**config.mk**
```make
export PLATFORM = sky130hd
export DESIGN_NAME = i2s_receiver
export DESIGN_NICKNAME = d
export VERILOG_FILES = /design/src/rtl/i2s_receiver.sv
export SDC_FILE = /design/constraint.sdc
export NUM_CORES = 1
export LEC_CHECK = 0
export BUFFER_PORTS_ARGS = -buffer_cell sky130_fd_sc_hd__buf_2
export CAP_MARGIN = 20
export CORE_ASPECT_RATIO = 0.8
export CORE_MARGIN = 3
export CORE_UTILIZATION = 54
export CTS_BUF_LIST = sky130_fd_sc_hd__clkbuf_8
export CTS_CLUSTER_DIAMETER = 60
export DETAILED_ROUTE_END_ITERATION = 7
export PLACE_DENSITY = 0.78
export SLEW_MARGIN = 5
export SYNTH_ARGS = -nofsm -noshare
export SYNTH_HDL_FRONTEND = slang
export SYNTH_SLANG_ARGS = --single-unit
```
**constraint.sdc**
```tcl
create_clock -name mclk -period 1.6 [get_ports mclk]
set_input_delay 0 -clock mclk [delete_from_list [all_inputs] [get_ports mclk]]
set_output_delay 0 -clock mclk [all_outputs]
set_load 0.01 [all_outputs]
```
**src/rtl/i2s_receiver.sv**
```systemverilog
// ---------------------------------------------------------------------------
// i2s_receiver
//
// Deserialises a standard I2S stream into parallel left/right words. The
// whole block runs on mclk; sclk, lrclk and sdin are asynchronous inputs that
// are resynchronised before use.
//
// Stream format: lrclk = 0 selects the left slot, lrclk = 1 the right slot.
// The MSB appears one sclk after each lrclk transition and data is sampled
// on the sclk rising edge. Up to DATA_WIDTH bits are kept per slot; any
// further bits in the slot are ignored.
//
// Ports
//   mclk       in   1           system clock (at least 4x sclk)
//   rst        in   1           asynchronous, active-low reset
//   sclk       in   1           I2S bit clock
//   lrclk      in   1           I2S word select (0 = left, 1 = right)
//   sdin       in   1           I2S serial data
//   ldata      out  DATA_WIDTH  last complete left word
//   rdata      out  DATA_WIDTH  last complete right word (same frame)
//   valid      out  1           one-mclk pulse: ldata/rdata just updated
//   frame_err  out  1           one-mclk pulse: malformed slot detected
//   fsm_state  out  2           debug view of the framing FSM
//                               (0 = HUNT, 1 = LEFT, 2 = RIGHT)
//
// Output semantics: valid is a pure strobe with no back-pressure. ldata and
// rdata change only in the cycle valid is high and are held otherwise.
// valid and frame_err are never high in the same cycle.
// ---------------------------------------------------------------------------
module i2s_receiver #(
    parameter int DATA_WIDTH  = 24,
    parameter int SLOT_WIDTH  = 32,
    parameter int SYNC_STAGES = 2
) (
    input  logic                  mclk,
    input  logic                  rst,
    input  logic                  sclk,
    input  logic                  lrclk,
    input  logic                  sdin,
    output logic [DATA_WIDTH-1:0] ldata,
    output logic [DATA_WIDTH-1:0] rdata,
    output logic                  valid,
    output logic                  frame_err,
    output logic [1:0]            fsm_state
);

    localparam int BCW = $clog2(DATA_WIDTH + 1);
    localparam int SCW = $clog2(SLOT_WIDTH + 2);

    localparam logic [BCW-1:0] BIT_FULL  = BCW'(DATA_WIDTH);
    localparam logic [SCW-1:0] SLOT_LAST = SCW'(SLOT_WIDTH);
    localparam logic [SCW-1:0] SLOT_SAT  = SCW'(SLOT_WIDTH + 1);

    typedef enum logic [1:0] {
        HUNT  = 2'd0,
        LEFT  = 2'd1,
        RIGHT = 2'd2
    } state_t;

    // -----------------------------------------------------------------------
    // Input synchronisers
    // -----------------------------------------------------------------------
    logic [SYNC_STAGES-1:0] sclk_sync;
    logic [SYNC_STAGES-1:0] lrclk_sync;
    logic [SYNC_STAGES-1:0] sdin_sync;
    logic                   sclk_q;

    logic sclk_s;
    logic lrclk_s;
    logic sdin_s;

    assign sclk_s  = sclk_sync[SYNC_STAGES-1];
    assign lrclk_s = lrclk_sync[SYNC_STAGES-1];
    assign sdin_s  = sdin_sync[SYNC_STAGES-1];

    always_ff @(posedge mclk or negedge rst) begin
        if (!rst) begin
            sclk_sync  <= '0;
            lrclk_sync <= '0;
            sdin_sync  <= '0;
            sclk_q     <= 1'b0;
        end else begin
            sclk_sync  <= {sclk_sync[SYNC_STAGES-2:0], sclk};
            lrclk_sync <= {lrclk_sync[SYNC_STAGES-2:0], lrclk};
            sdin_sync  <= {sdin_sync[SYNC_STAGES-2:0], sdin};
            sclk_q     <= sclk_s;
        end
    end

    // -----------------------------------------------------------------------
    // Tick stage: lrclk and sdin travel through synchronisers of the same
    // depth as sclk, so on the cycle a rising sclk edge is seen they still
    // hold the values present at that edge. Capture them with the tick so
    // the protocol logic works from one registered sample per bit.
    // -----------------------------------------------------------------------
    logic tick;
    logic lr_t;
    logic sd_t;

    always_ff @(posedge mclk or negedge rst) begin
        if (!rst) begin
            tick <= 1'b0;
            lr_t <= 1'b0;
            sd_t <= 1'b0;
        end else begin
            tick <= sclk_s & ~sclk_q;
            if (sclk_s & ~sclk_q) begin
                lr_t <= lrclk_s;
                sd_t <= sdin_s;
            end
        end
    end

    // -----------------------------------------------------------------------
    // Slot datapath: previous lrclk, bit and slot counters, shift register
    // -----------------------------------------------------------------------
    logic                  prev_lr;
    logic [BCW-1:0]        bit_cnt;
    logic [SCW-1:0]        slot_cnt;
    logic [DATA_WIDTH-1:0] shreg;
    logic [DATA_WIDTH-1:0] lhold;

    logic lr_edge;
    logic slot_timeout;
    logic bit_full;

    assign lr_edge      = tick && (lr_t != prev_lr);
    // Fires on the tick that would take slot_cnt to SLOT_WIDTH+1; after that
    // the counter is saturated, so a stuck lrclk reports only once.
    assign slot_timeout = tick && !lr_edge && (slot_cnt == SLOT_LAST);
    assign bit_full     = (bit_cnt >= BIT_FULL);

    always_ff @(posedge mclk or negedge rst) begin
        if (!rst) begin
            prev_lr  <= 1'b0;
            bit_cnt  <= '0;
            slot_cnt <= '0;
            shreg    <= '0;
        end else if (tick) begin
            prev_lr <= lr_t;
            if (lr_edge) begin
                // The edge tick carries the previous slot's last bit; it is
                // not part of the new word.
                bit_cnt  <= '0;
                slot_cnt <= '0;
                shreg    <= '0;
            end else begin
                if (bit_cnt < BIT_FULL) begin
                    shreg   <= {shreg[DATA_WIDTH-2:0], sd_t};
                    bit_cnt <= bit_cnt + BCW'(1);
                end
                if (slot_cnt != SLOT_SAT) begin
                    slot_cnt <= slot_cnt + SCW'(1);
                end
            end
        end
    end

    // -----------------------------------------------------------------------
    // Framing FSM: state register
    // -----------------------------------------------------------------------
    state_t state;
    state_t state_next;

    always_ff @(posedge mclk or negedge rst) begin
        if (!rst) begin
            state <= HUNT;
        end else begin
            state <= state_next;
        end
    end

    assign fsm_state = state;

    // -----------------------------------------------------------------------
    // Framing FSM: next state
    // -----------------------------------------------------------------------
    always_comb begin
        state_next = state;
        case (state)
            HUNT: begin
                // Only a right->left transition marks a usable frame start.
                if (lr_edge && !lr_t) begin
                    state_next = LEFT;
                end
            end
            LEFT: begin
                if (lr_edge) begin
                    state_next = bit_full ? RIGHT : HUNT;
                end else if (slot_timeout) begin
                    state_next = HUNT;
                end
            end
            RIGHT: begin
                // A short right slot still ends on a right->left edge, so the
                // new left slot can be used straight away.
                if (lr_edge) begin
                    state_next = LEFT;
                end else if (slot_timeout) begin
                    state_next = HUNT;
                end
            end
            default: begin
                state_next = HUNT;
            end
        endcase
    end

    // -----------------------------------------------------------------------
    // Framing FSM: outputs (one-cycle controls for the output registers)
    // -----------------------------------------------------------------------
    logic latch_left;
    logic commit;
    logic err;

    always_comb begin
        latch_left = 1'b0;
        commit     = 1'b0;
        err        = 1'b0;
        case (state)
            LEFT: begin
                if (lr_edge) begin
                    latch_left = bit_full;
                    err        = !bit_full;
                end else if (slot_timeout) begin
                    err = 1'b1;
                end
            end
            RIGHT: begin
                if (lr_edge) begin
                    commit = bit_full;
                    err    = !bit_full;
                end else if (slot_timeout) begin
                    err = 1'b1;
                end
            end
            default: begin
                latch_left = 1'b0;
                commit     = 1'b0;
                err        = 1'b0;
            end
        endcase
    end

    // -----------------------------------------------------------------------
    // Output registers. The left word waits in lhold until its right partner
    // arrives, so ldata and rdata always change together.
    // -----------------------------------------------------------------------
    always_ff @(posedge mclk or negedge rst) begin
        if (!rst) begin
            lhold     <= '0;
            ldata     <= '0;
            rdata     <= '0;
            valid     <= 1'b0;
            frame_err <= 1'b0;
        end else begin
            valid     <= commit;
            frame_err <= err;
            if (latch_left) begin
                lhold <= shreg;
            end
            if (commit) begin
                ldata <= lhold;
                rdata <= shreg;
            end
        end
    end

endmodule

```
After elaboration in Yosys (flattened, before gate mapping)
Cells that the tools add are included.
Word-level totals
  word-level logic and storage cells: 60
  bits of input ports: 5
  flip-flop bits (word level): 122
  output and inout port bits: 52
Cells by class
  $add $sub $neg: 2
  reductions and logical operators: 13
  multiplexer cells: 18
  magnitude comparators: 2
  eq/ne operators: 6
  bitwise gates (word level): 2
Operator list (number)
  two-way mux 24 bit: 2
  two-way mux 6 bit: 2
  two-way mux 2 bit: 5
  two-way mux 5 bit: 2
  adder 6 x 1 -> 6 bit (second input constant): 1
  equality test 6 bit (second input constant): 1
  two-way mux 1 bit: 6
  != test 6 bit (second input constant): 1
  case mux 2 bit (3 select lines): 1
  adder 5 x 1 -> 5 bit (second input constant): 1
  greater-or-equal comparator 5 bit (second input constant): 1
  less-than comparator 5 bit (second input constant): 1
  logical AND 1 bit: 4
  AND reduction 2 bit: 2
  nonzero test 2 bit: 2
  zero test 1 bit: 3
  equality test 2 x 1 -> 1 bit (second input constant): 1
  equality test 2 bit (second input constant): 1
  zero test 2 bit: 1
  != test 2 bit (second input constant): 1
  OR reduction 2 bit: 1
  AND 1 bit: 1
  != test 1 bit: 1
  NOT 1 bit: 1

Logic depth before layout (Yosys ltp)
Gate-level depths: netlist (run 1).
  depth after elaboration: 8
  gate-level depth with buffers: 7
  mapped depth without buffers: 6

Worst setup path after synthesis (run 1)
OpenSTA, ideal clock, no wires.
  path type: reg2reg
  start point: register state[0] (netlist: fsm_state[0])
  end point: register rdata[10]
  clock period less this slack: 1.737 ns
  stages on the path, launching flop included: 8
  path slack: -0.137 ns
  arrival time: 1.610 ns
  path buffers: 2
  required time: 1.473 ns
  library setup time: 0.127 ns
  cell sequence: dfrtp_1 > inv_1 > ha_1 > nand2_1 > nor3_2 > buf_4 > buf_6 > mux2_1
On the way
  word-level cells in the longest chain between the ends: 2
RTL lines
  start: declaration: line 162  | state_t state;
  start signal: assignment: line 169  | state <= state_next;
  equality test 2 bit: line 220  | case (state)
  two-way mux 1 bit: line 220
  via commit: line 213  | logic commit;
  end signal: assignment: line 264  | rdata <= shreg;
  end: declaration: line 41  | output logic [DATA_WIDTH-1:0] rdata,
The timed path passes the listed nets, and every way through them passes these cells.
A chain may end at the register's enable or synchronous reset.

Final worst setup path (run 1)
  start point: register prev_lr
  end point: register rdata[15]
On the way
  word-level cells in the longest chain between the ends: 4
RTL lines
  start: declaration: line 117  | logic prev_lr;
  start signal: assignment: line 140  | prev_lr <= lr_t;
  != test 1 bit: line 127  | assign lr_edge = tick && (lr_t != prev_lr);
  logical AND 1 bit: line 127
  two-way mux 1 bit: line 230  | if (lr_edge) begin
  two-way mux 1 bit: line 220
No other way between the ends.

==> results of run 1 <==
-- through the flow --
step	worst slack, ns	power, mW	area [sq um]	utilization, %	setup TNS (ns)
final	-0.1549	6.759	6336	73.71	-6.075
after global routing	-0.1704	7.059	6336	73.71	-7.710
after CTS	-0.07938	6.722	6170	71.78	-1.586
after detailed placement	-0.1086	4.091	5464	63.57	-4.951
after global placement	-0.04764	4.061	5464	63.57	-2.211
after floorplan	-0.1057	3.744	4873	-	-3.806
-- timing repair --
action	in CTS	in global routing
setup buffers	10	6
setup endpoints to repair	75	80
gates cloned	4	2
pin swaps	3	1
gates resized for setup	26	24
hold buffers	4	0
hold endpoints to repair	125	0
-- final cells by class --
| cell class | count | area [sq um] | area share, % |
|---|---|---|---|
| Multi-Input combinational cell | 224 | 1868 | 29.48 |
| Timing Repair Buffer | 104 | 869.6 | 13.72 |
| Clock buffer | 19 | 261.5 | 4.127 |
| Inverter | 5 | 18.77 | 0.2962 |
| Tap cell | 112 | 140.1 | 2.212 |
| Clock inverter | 13 | 118.9 | 1.876 |
| Sequential cell | 122 | 3059 | 48.28 |
-- cells by family (layout without fill, tap and decap cells) --
family / after synthesis / in the layout / synth area share [%]
multiplexers: 76 / 76 / 17.74
AND/OR/NAND/NOR: 87 / 87 / 7.869
flip-flops: 122 / 122 / 63.36
adder cells (fa/ha/maj): 8 / 8 / 2.077
AO/OA/AOI/OAI: 50 / 50 / 5.947
XOR/XNOR: 3 / 3 / 0.7013
buffers and inverters: 21 / 141 / 2.311
-- worst reg2reg max path, cell delays in order, from the launching register on --
cell and delay [ns]:
sky130_fd_sc_hd__dfrtp_2 0.45, sky130_fd_sc_hd__xnor2_4 0.19, sky130_fd_sc_hd__nor3_4 0.28, sky130_fd_sc_hd__buf_6 0.19
sky130_fd_sc_hd__buf_12 0.12, sky130_fd_sc_hd__buf_16 0.12, sky130_fd_sc_hd__mux2_4 0.31
-- layout by cell type (no fill, tap or decap), types with 3 or more instances in the layout --
| cell | count |
|---|---|
| sky130_fd_sc_hd__dfrtp_1 | 117 |
| sky130_fd_sc_hd__nand2_1 | 61 |
| sky130_fd_sc_hd__buf_2 | 55 |
| sky130_fd_sc_hd__mux2_2 | 41 |
| sky130_fd_sc_hd__mux2_4 | 33 |
| sky130_fd_sc_hd__o21ai_0 | 32 |
| sky130_fd_sc_hd__buf_4 | 26 |
| sky130_fd_sc_hd__clkbuf_8 | 19 |
| sky130_fd_sc_hd__nor2_1 | 8 |
| sky130_fd_sc_hd__buf_12 | 7 |
| sky130_fd_sc_hd__ha_1 | 6 |
| sky130_fd_sc_hd__a21oi_1 | 5 |
| sky130_fd_sc_hd__dfrtp_2 | 5 |
| sky130_fd_sc_hd__buf_6 | 5 |
| sky130_fd_sc_hd__clkinvlp_4 | 4 |
| sky130_fd_sc_hd__dlygate4sd3_1 | 4 |
| sky130_fd_sc_hd__inv_1 | 3 |
| sky130_fd_sc_hd__clkinv_2 | 3 |
| sky130_fd_sc_hd__clkinv_4 | 3 |
| sky130_fd_sc_hd__buf_16 | 3 |
-- path summary, 6_finish.rpt --
| kind | startpoint | end | cells after the start |
|---|---|---|---|
| max | prev_lr$_DFFE_PN0P_ | rdata[15]$_DFFE_PN0P_ | 6 |
| min | rst | ldata[20]$_DFFE_PN0P_ | 2 |
| max reg2reg | prev_lr$_DFFE_PN0P_ | rdata[15]$_DFFE_PN0P_ | 6 |
| min reg2reg | lrclk_sync[0]$_DFF_PN0_ | lrclk_sync[1]$_DFF_PN0_ | 0 |
| max in group asynchronous | rst | prev_lr$_DFFE_PN0P_ | 3 |
| min in group mclk | lrclk | lrclk_sync[0]$_DFF_PN0_ | 2 |
-- where the power goes --
group          total (mW)  switching (mW)  internal [mW]
sequential           3.33           0.127           3.20
combinational       0.857           0.485          0.372
clock                2.58            1.26           1.31
-- flip-flops by register name, summed over array words and instances, names as in the netlist --
name and count:
lr_t 1, frame_err 1, tick 1, lhold 24
rdata 24, sclk_sync 2, sd_t 1, prev_lr 1
sdin_sync 2, ldata 24, bit_cnt 5, valid 1
fsm_state 2, lrclk_sync 2, slot_cnt 6, shreg 24
sclk_q 1
-- layer usage --
metal,share of wire (%),global-route usage (%),vias to the layer above
li1,-,-,1488
met1,43,28.81,1670
met2,50,33.73,128
met3,6.3,6.296,13
met4,1.1,6.586,0
met5,0,0,-
==> run summary, run 1 <==
GRT Resource Usage Total - 21.33%
Initial antenna violation count - 0
Bufs on Longest Clock Path - 2
Placed wire-length estimate - 6012 microns
Global-route wire length before repair - 17,020 microns
Seq/Total Area, Yosys - 63.36%
Number of cells in the finished layout apart from fillers - 599
Period utilization - 109.7%
Startpoint kind of the worst setup timing path - flip-flop
# placed instances - 542
Largest stage delay on the critical path - 0.45 ns
Combined buffer and inverter count along the critical path - 3
Number of fillers in the final layout - 544
Result of the run - finished, violations left
Area growth syn-to-layout - 31.50%
CTS clock-pin slew for the worst setup and hold paths - 0.08 ns
Remaining design rule violation count - 0
Worst Setup End Kind - flip-flop
RSZ-0062 raised after global routing - true
Post-Synthesis Cells - 367
Final slew viol count - 0
Overall overflow remaining after global route - 0
CP required - 1.91 ns
PnR worst setup slack - -0.1549 ns
Sinks on the clock net - 122
Post-Route WL - 11,000 microns
CP max FO - 5
Pre-Repair DR Iteration Count - 5
Endpoints failing setup - 68
Commonest cells post-synth - 122 x sky130_fd_sc_hd__dfrtp_1, 65 x sky130_fd_sc_hd__mux2_2, 64 x sky130_fd_sc_hd__nand2_1
Cells taking the most area after synthesis - sky130_fd_sc_hd__dfrtp_1 63%, sky130_fd_sc_hd__mux2_2 15%, sky130_fd_sc_hd__nand2_1 5.0%, sky130_fd_sc_hd__o21ai_0 3.3%, sky130_fd_sc_hd__mux2_1 2.3%
Register bit total from synthesis - 122
Number of enable flip-flop cells after synthesis - 0
Primary FF master, synth - sky130_fd_sc_hd__dfrtp_1
Worst vdd rail ir drop - 0.9210 mV
Family with the most delay on the worst path - flip-flops
Clock tree root buffer cell - sky130_fd_sc_hd__clkbuf_8
Fraction of post-synthesis cell area in the top cell type by area - 63.36%
Die span in x - 111.6 microns
Number of nets in the finished design - 487
Die Ht - 90.49 microns
Synth cell types - 37
Highest-delay cell along the critical path - sky130_fd_sc_hd__dfrtp_2
Worst-margin pin slew - 0.5200 ns
Flop-to-flop setup slack - -0.15 ns
Yosys warns - 0
Gp weighted congestion - 0.7756
Std-Cell Core Area - 8596 sq um
Worst path cell trace - xnor2_4 -> nor3_4 -> buf_6 -> buf_12 -> buf_16 -> mux2_4
Post-Route Hold Slack - 0.08766 ns
Vias per cell - 5.508
CTS tree - built
Final worst clock skew - 0.01141 ns
Pwr dens - 1067 nW/um^2
# rows - 30
Num ports - 57
Synthesized netlist net count - 380
Starting density of the core - 56.06%
Via count - 3,299
First DRT Iteration DRCs - 201
Worst-Skew Late Latency - 0.43 ns
Netlist area before placement - 4818 sq um
Residual antenna-violating net count after detailed routing - 0
Fraction of registers with async set or reset after synthesis - 100.0%
Area enclosed by the die boundary - 10,100 sq um
Signal arrival time at the worst endpoint - 2.07 ns
Detailed-route wire length per cell - 18.36 microns
Pin count of the biggest net entering global routing - 41
N_diodes - 0
Library cell occupying the most area in the post-synthesis netlist - sky130_fd_sc_hd__dfrtp_1
Max transition margin - 65.33%
Buffers added on ports - 56
Cts bufs inserted - 17
Achievable frequency - 569.8 MHz
Cell with the most instances after synthesis - sky130_fd_sc_hd__dfrtp_1
Max-cap check violation count - 0
Ratio of cells with drive above 1 in the final layout - 46.61%
Kind of critical path - flip-flop to flip-flop
H-tree level count - 4
Violated checks - negative setup slack
Period minus WS final - 1.755 ns
Vias in the first global route - 3,431
Mapped Avg Cell Area - 13.13 sq um
Leakage Power - 3.171 nW
Count of endpoints failing hold in the final timing report - 0
Type of the worst min-delay path - input pin to async pin
(Power assumes the default switching activity.)
==> inputs of run 2 (changes only) <==
--- a/config.mk
+++ b/config.mk
@@ -9,11 +9,12 @@
 export CAP_MARGIN = 20
 export CORE_ASPECT_RATIO = 0.8
 export CORE_MARGIN = 3
-export CORE_UTILIZATION = 54
+export CORE_UTILIZATION = 60
 export CTS_BUF_LIST = sky130_fd_sc_hd__clkbuf_8
 export CTS_CLUSTER_DIAMETER = 60
 export DETAILED_ROUTE_END_ITERATION = 7
-export PLACE_DENSITY = 0.78
+export MAX_ROUTING_LAYER = met4
+export PLACE_DENSITY = 0.82
 export SLEW_MARGIN = 5
 export SYNTH_ARGS = -nofsm -noshare
 export SYNTH_HDL_FRONTEND = slang
==> constraint.sdc (replaced) <==
create_clock -name mclk -period 1.8 [get_ports mclk]
set_input_delay 0 -clock mclk [delete_from_list [all_inputs] [get_ports mclk]]
set_output_delay 0 -clock mclk [all_outputs]
set_load 0.01 [all_outputs]
==> run 2 against run 1 <==
The flow now finishes without violations. Via count shrank 2.4%. Clock skew shrank 0.0044 ns. Final cell count shrank 5.5%. Sequential share of layout area grew 3.6 points. Critical path type unchanged.
==> run summary, run 2 (same netlist as run 1, synthesis figures left out) <==
Leakage Power - 3.008 nW (was 3.171 nW)
Pre-CTS WS - 0.02855 ns (was -0.1086 ns)
Total cell area at the placement stage - 5329 sq um (was 5464 sq um)
Final Cell Area - 5882 sq um (was 6336 sq um)
Period minus WS final - 1.792 ns (was 1.755 ns)
N_diodes - 0 (unchanged)
Final setup TNS - 0 ns (was -6.075 ns)
Period utilization - 99.55% (was 109.7%)
Combined buffer and inverter count along the critical path - 3 (unchanged)
CTS clock-pin slew for the worst setup and hold paths - 0.07 ns (was 0.08 ns)
Starting density of the core - 63.38% (was 56.06%)
Kind of critical path - flip-flop to flip-flop (unchanged)
Pin count of the biggest net entering global routing - 53 (was 41)
Global-route wire length before repair - 15,860 microns (was 17,020 microns)
Cts bufs inserted - 17 (unchanged)
Startpoint kind of the worst setup timing path - flip-flop (unchanged)
Max transition margin - 72.38% (was 65.33%)
Commonest non-fill, non-tap cell in the layout - sky130_fd_sc_hd__dfrtp_1 (unchanged)
Die span in x - 106.2 microns (was 111.6 microns)
Worst path cell trace - inv_2 -> ha_2 -> nand2_2 -> nor3_4 -> buf_6 -> buf_12 -> mux2_2 (was xnor2_4 -> nor3_4 -> buf_6 -> buf_12 -> buf_16 -> mux2_4)
Bufs on Longest Clock Path - 2 (unchanged)
Signal arrival time at the worst endpoint - 2.10 ns (was 2.07 ns)
GRT Resource Usage Total - 23.16% (was 21.33%)
CTS tree - built (unchanged)
Worst-margin pin slew - 0.4127 ns (was 0.5200 ns)
Final slew viol count - 0 (unchanged)
Pwr dens - 1030 nW/um^2 (was 1067 nW/um^2)
Std-Cell Core Area - 7602 sq um (was 8596 sq um)
Post-Route Hold Slack - 0.008934 ns (was 0.08766 ns)
Post-Route WL - 10,210 microns (was 11,000 microns)
Number of nets in the finished design - 461 (was 487)
Remaining design rule violation count - 0 (unchanged)
Gp weighted congestion - 0.8363 (was 0.7756)
Leading cell types in the layout, fill and taps excluded - 121 x sky130_fd_sc_hd__dfrtp_1, 65 x sky130_fd_sc_hd__mux2_2, 63 x sky130_fd_sc_hd__nand2_1 (was 117 x sky130_fd_sc_hd__dfrtp_1, 61 x sky130_fd_sc_hd__nand2_1, 55 x sky130_fd_sc_hd__buf_2)
Power consumption - 6.059 mW (was 6.759 mW)
Family with the most delay on the worst path - buffers and inverters (was flip-flops)
Die Ht - 86.16 microns (was 90.49 microns)
First DRT Iteration DRCs - 200 (was 201)
Detailed-route wire length per cell - 18.05 microns (was 18.36 microns)
Ratio of cells with drive above 1 in the final layout - 37.96% (was 46.61%)
Clock tree root buffer cell - sky130_fd_sc_hd__clkbuf_8 (unchanged)
Endpoints failing setup - 0 (was 68)
Placed wire-length estimate - 6120 microns (was 6012 microns)
Area enclosed by the die boundary - 9149 sq um (was 10,100 sq um)
Pre-Repair DR Iteration Count - 5 (unchanged)
Vias per cell - 5.691 (was 5.508)
CP required - 2.10 ns (was 1.91 ns)
Multi-input gate area in the final layout - 1688 sq um (was 1868 sq um)
Vias in the first global route - 3,213 (was 3,431)
# rows - 28 (was 30)
PnR worst setup slack - 0.008169 ns (was -0.1549 ns)
Max-cap check violation count - 0 (unchanged)
Area taken by flip-flops and latches - 3054 sq um (was 3059 sq um)
Residual antenna-violating net count after detailed routing - 0 (unchanged)
Overall overflow remaining after global route - 0 (unchanged)
Worst Setup End Kind - flip-flop (unchanged)
Num ports - 57 (unchanged)
Sinks on the clock net - 122 (unchanged)
Number of fillers in the final layout - 454 (was 544)
Buffers added on ports - 56 (unchanged)
Count of endpoints failing hold in the final timing report - 0 (unchanged)
Via count - 3,221 (was 3,299)
Highest-delay cell along the critical path - sky130_fd_sc_hd__dfrtp_1 (was sky130_fd_sc_hd__dfrtp_2)
Initial antenna violation count - 0 (unchanged)
Worst-Skew Late Latency - 0.42 ns (was 0.43 ns)
Type of the worst min-delay path - input pin to async pin (unchanged)
CP max FO - 17 (was 5)
Achievable frequency - 558.1 MHz (was 569.8 MHz)
Area growth syn-to-layout - 22.07% (was 31.50%)
Largest stage delay on the critical path - 0.39 ns (was 0.45 ns)
H-tree level count - 4 (unchanged)
Final worst clock skew - 0.007040 ns (was 0.01141 ns)
Worst vdd rail ir drop - 0.6825 mV (was 0.9210 mV)
Result of the run - completed (was finished, violations left)
## run 2: changes by cell type in the layout (fill, tap and decap cells not counted), moves of 3 or more
cell	change
sky130_fd_sc_hd__mux2_1	+9
sky130_fd_sc_hd__dfrtp_1	+4
sky130_fd_sc_hd__buf_16	-3
sky130_fd_sc_hd__buf_4	-19
sky130_fd_sc_hd__mux2_2	+24
sky130_fd_sc_hd__mux2_4	-33
sky130_fd_sc_hd__dfrtp_2	-4
sky130_fd_sc_hd__inv_1	+5
## run 2: layout make-up
type,count,share of cell area [%]
flip-flops and latches,122,51.93
inverters,5,0.3191
clock inverters,14,2.702
clock buffers,18,4.212
multi-input cells,224,28.70
well taps,105,2.234
repair buffers,78,9.913
## run 2: path summary, 6_finish.rpt
| check | startpoint | end | slack (ns) | depth (start not counted) |
|---|---|---|---|---|
| min in group mclk | sdin | sdin_sync[0]$_DFF_PN0_ | 0.21 | 2 |
| worst max-delay path | fsm_state[0]$_DFFE_PN0P_ | rdata[17]$_DFFE_PN0P_ | 0.008 | 7 |
| max in group asynchronous | rst | shreg[7]$_DFFE_PN0P_ | 1.21 | 3 |
| worst max register to register | fsm_state[0]$_DFFE_PN0P_ | rdata[17]$_DFFE_PN0P_ | 0.008 | 7 |
| worst min-delay path | rst | ldata[20]$_DFFE_PN0P_ | 0.009 | 2 |
| worst min register to register | sdin_sync[0]$_DFF_PN0_ | sdin_sync[1]$_DFF_PN0_ | 0.35 | 0 |
## run 2: metal layers
layer | wire (microns) | share of wire, % | vias to the layer above | track usage, %
met4 | 193 | 1.9 | 0 | 9.647
met3 | 603 | 5.9 | 20 | 6.622
met5 | 0 | 0 | - | -
met1 | 4404 | 43 | 1628 | 29.87
li1 | - | - | 1441 | -
met2 | 5013 | 49 | 132 | 34.91
## run 2: worst register-to-register path: cells and delay by family (launching register included)
kind | cells | cell delay [ns]
buf+inv | 3 | 0.41
mux | 1 | 0.35
flops | 1 | 0.39
fa+ha+maj | 1 | 0.21
simple gates | 2 | 0.32
## run 2: through the flow
| step | instances | utilization (%) |
|---|---|---|
| 2_1_floorplan | 367 | - |
| 4_1_cts | 561 | 75.97 |
| 6_report | 566 | 77.37 |
| 3_5_place_dp | 525 | 70.10 |
| 3_3_place_gp | 525 | 70.10 |
| 5_1_grt | 566 | 77.37 |
## run 2: repair_timing
| item | 4_1_cts | 5_1_grt |
|---|---|---|
| setup endpoints to repair | 0 | 46 |
| setup buffers | 0 | 2 |
| hold buffers | 4 | 0 |
| endpoints found under the hold margin | 125 | 0 |
| resized for setup | 0 | 10 |
## run 2: power by group
part / total [mW] / internal, mW / switching (mW)
sequential: 2.96 / 2.84 / 0.124
combinational: 0.635 / 0.236 / 0.399
clock: 2.46 / 1.39 / 1.07
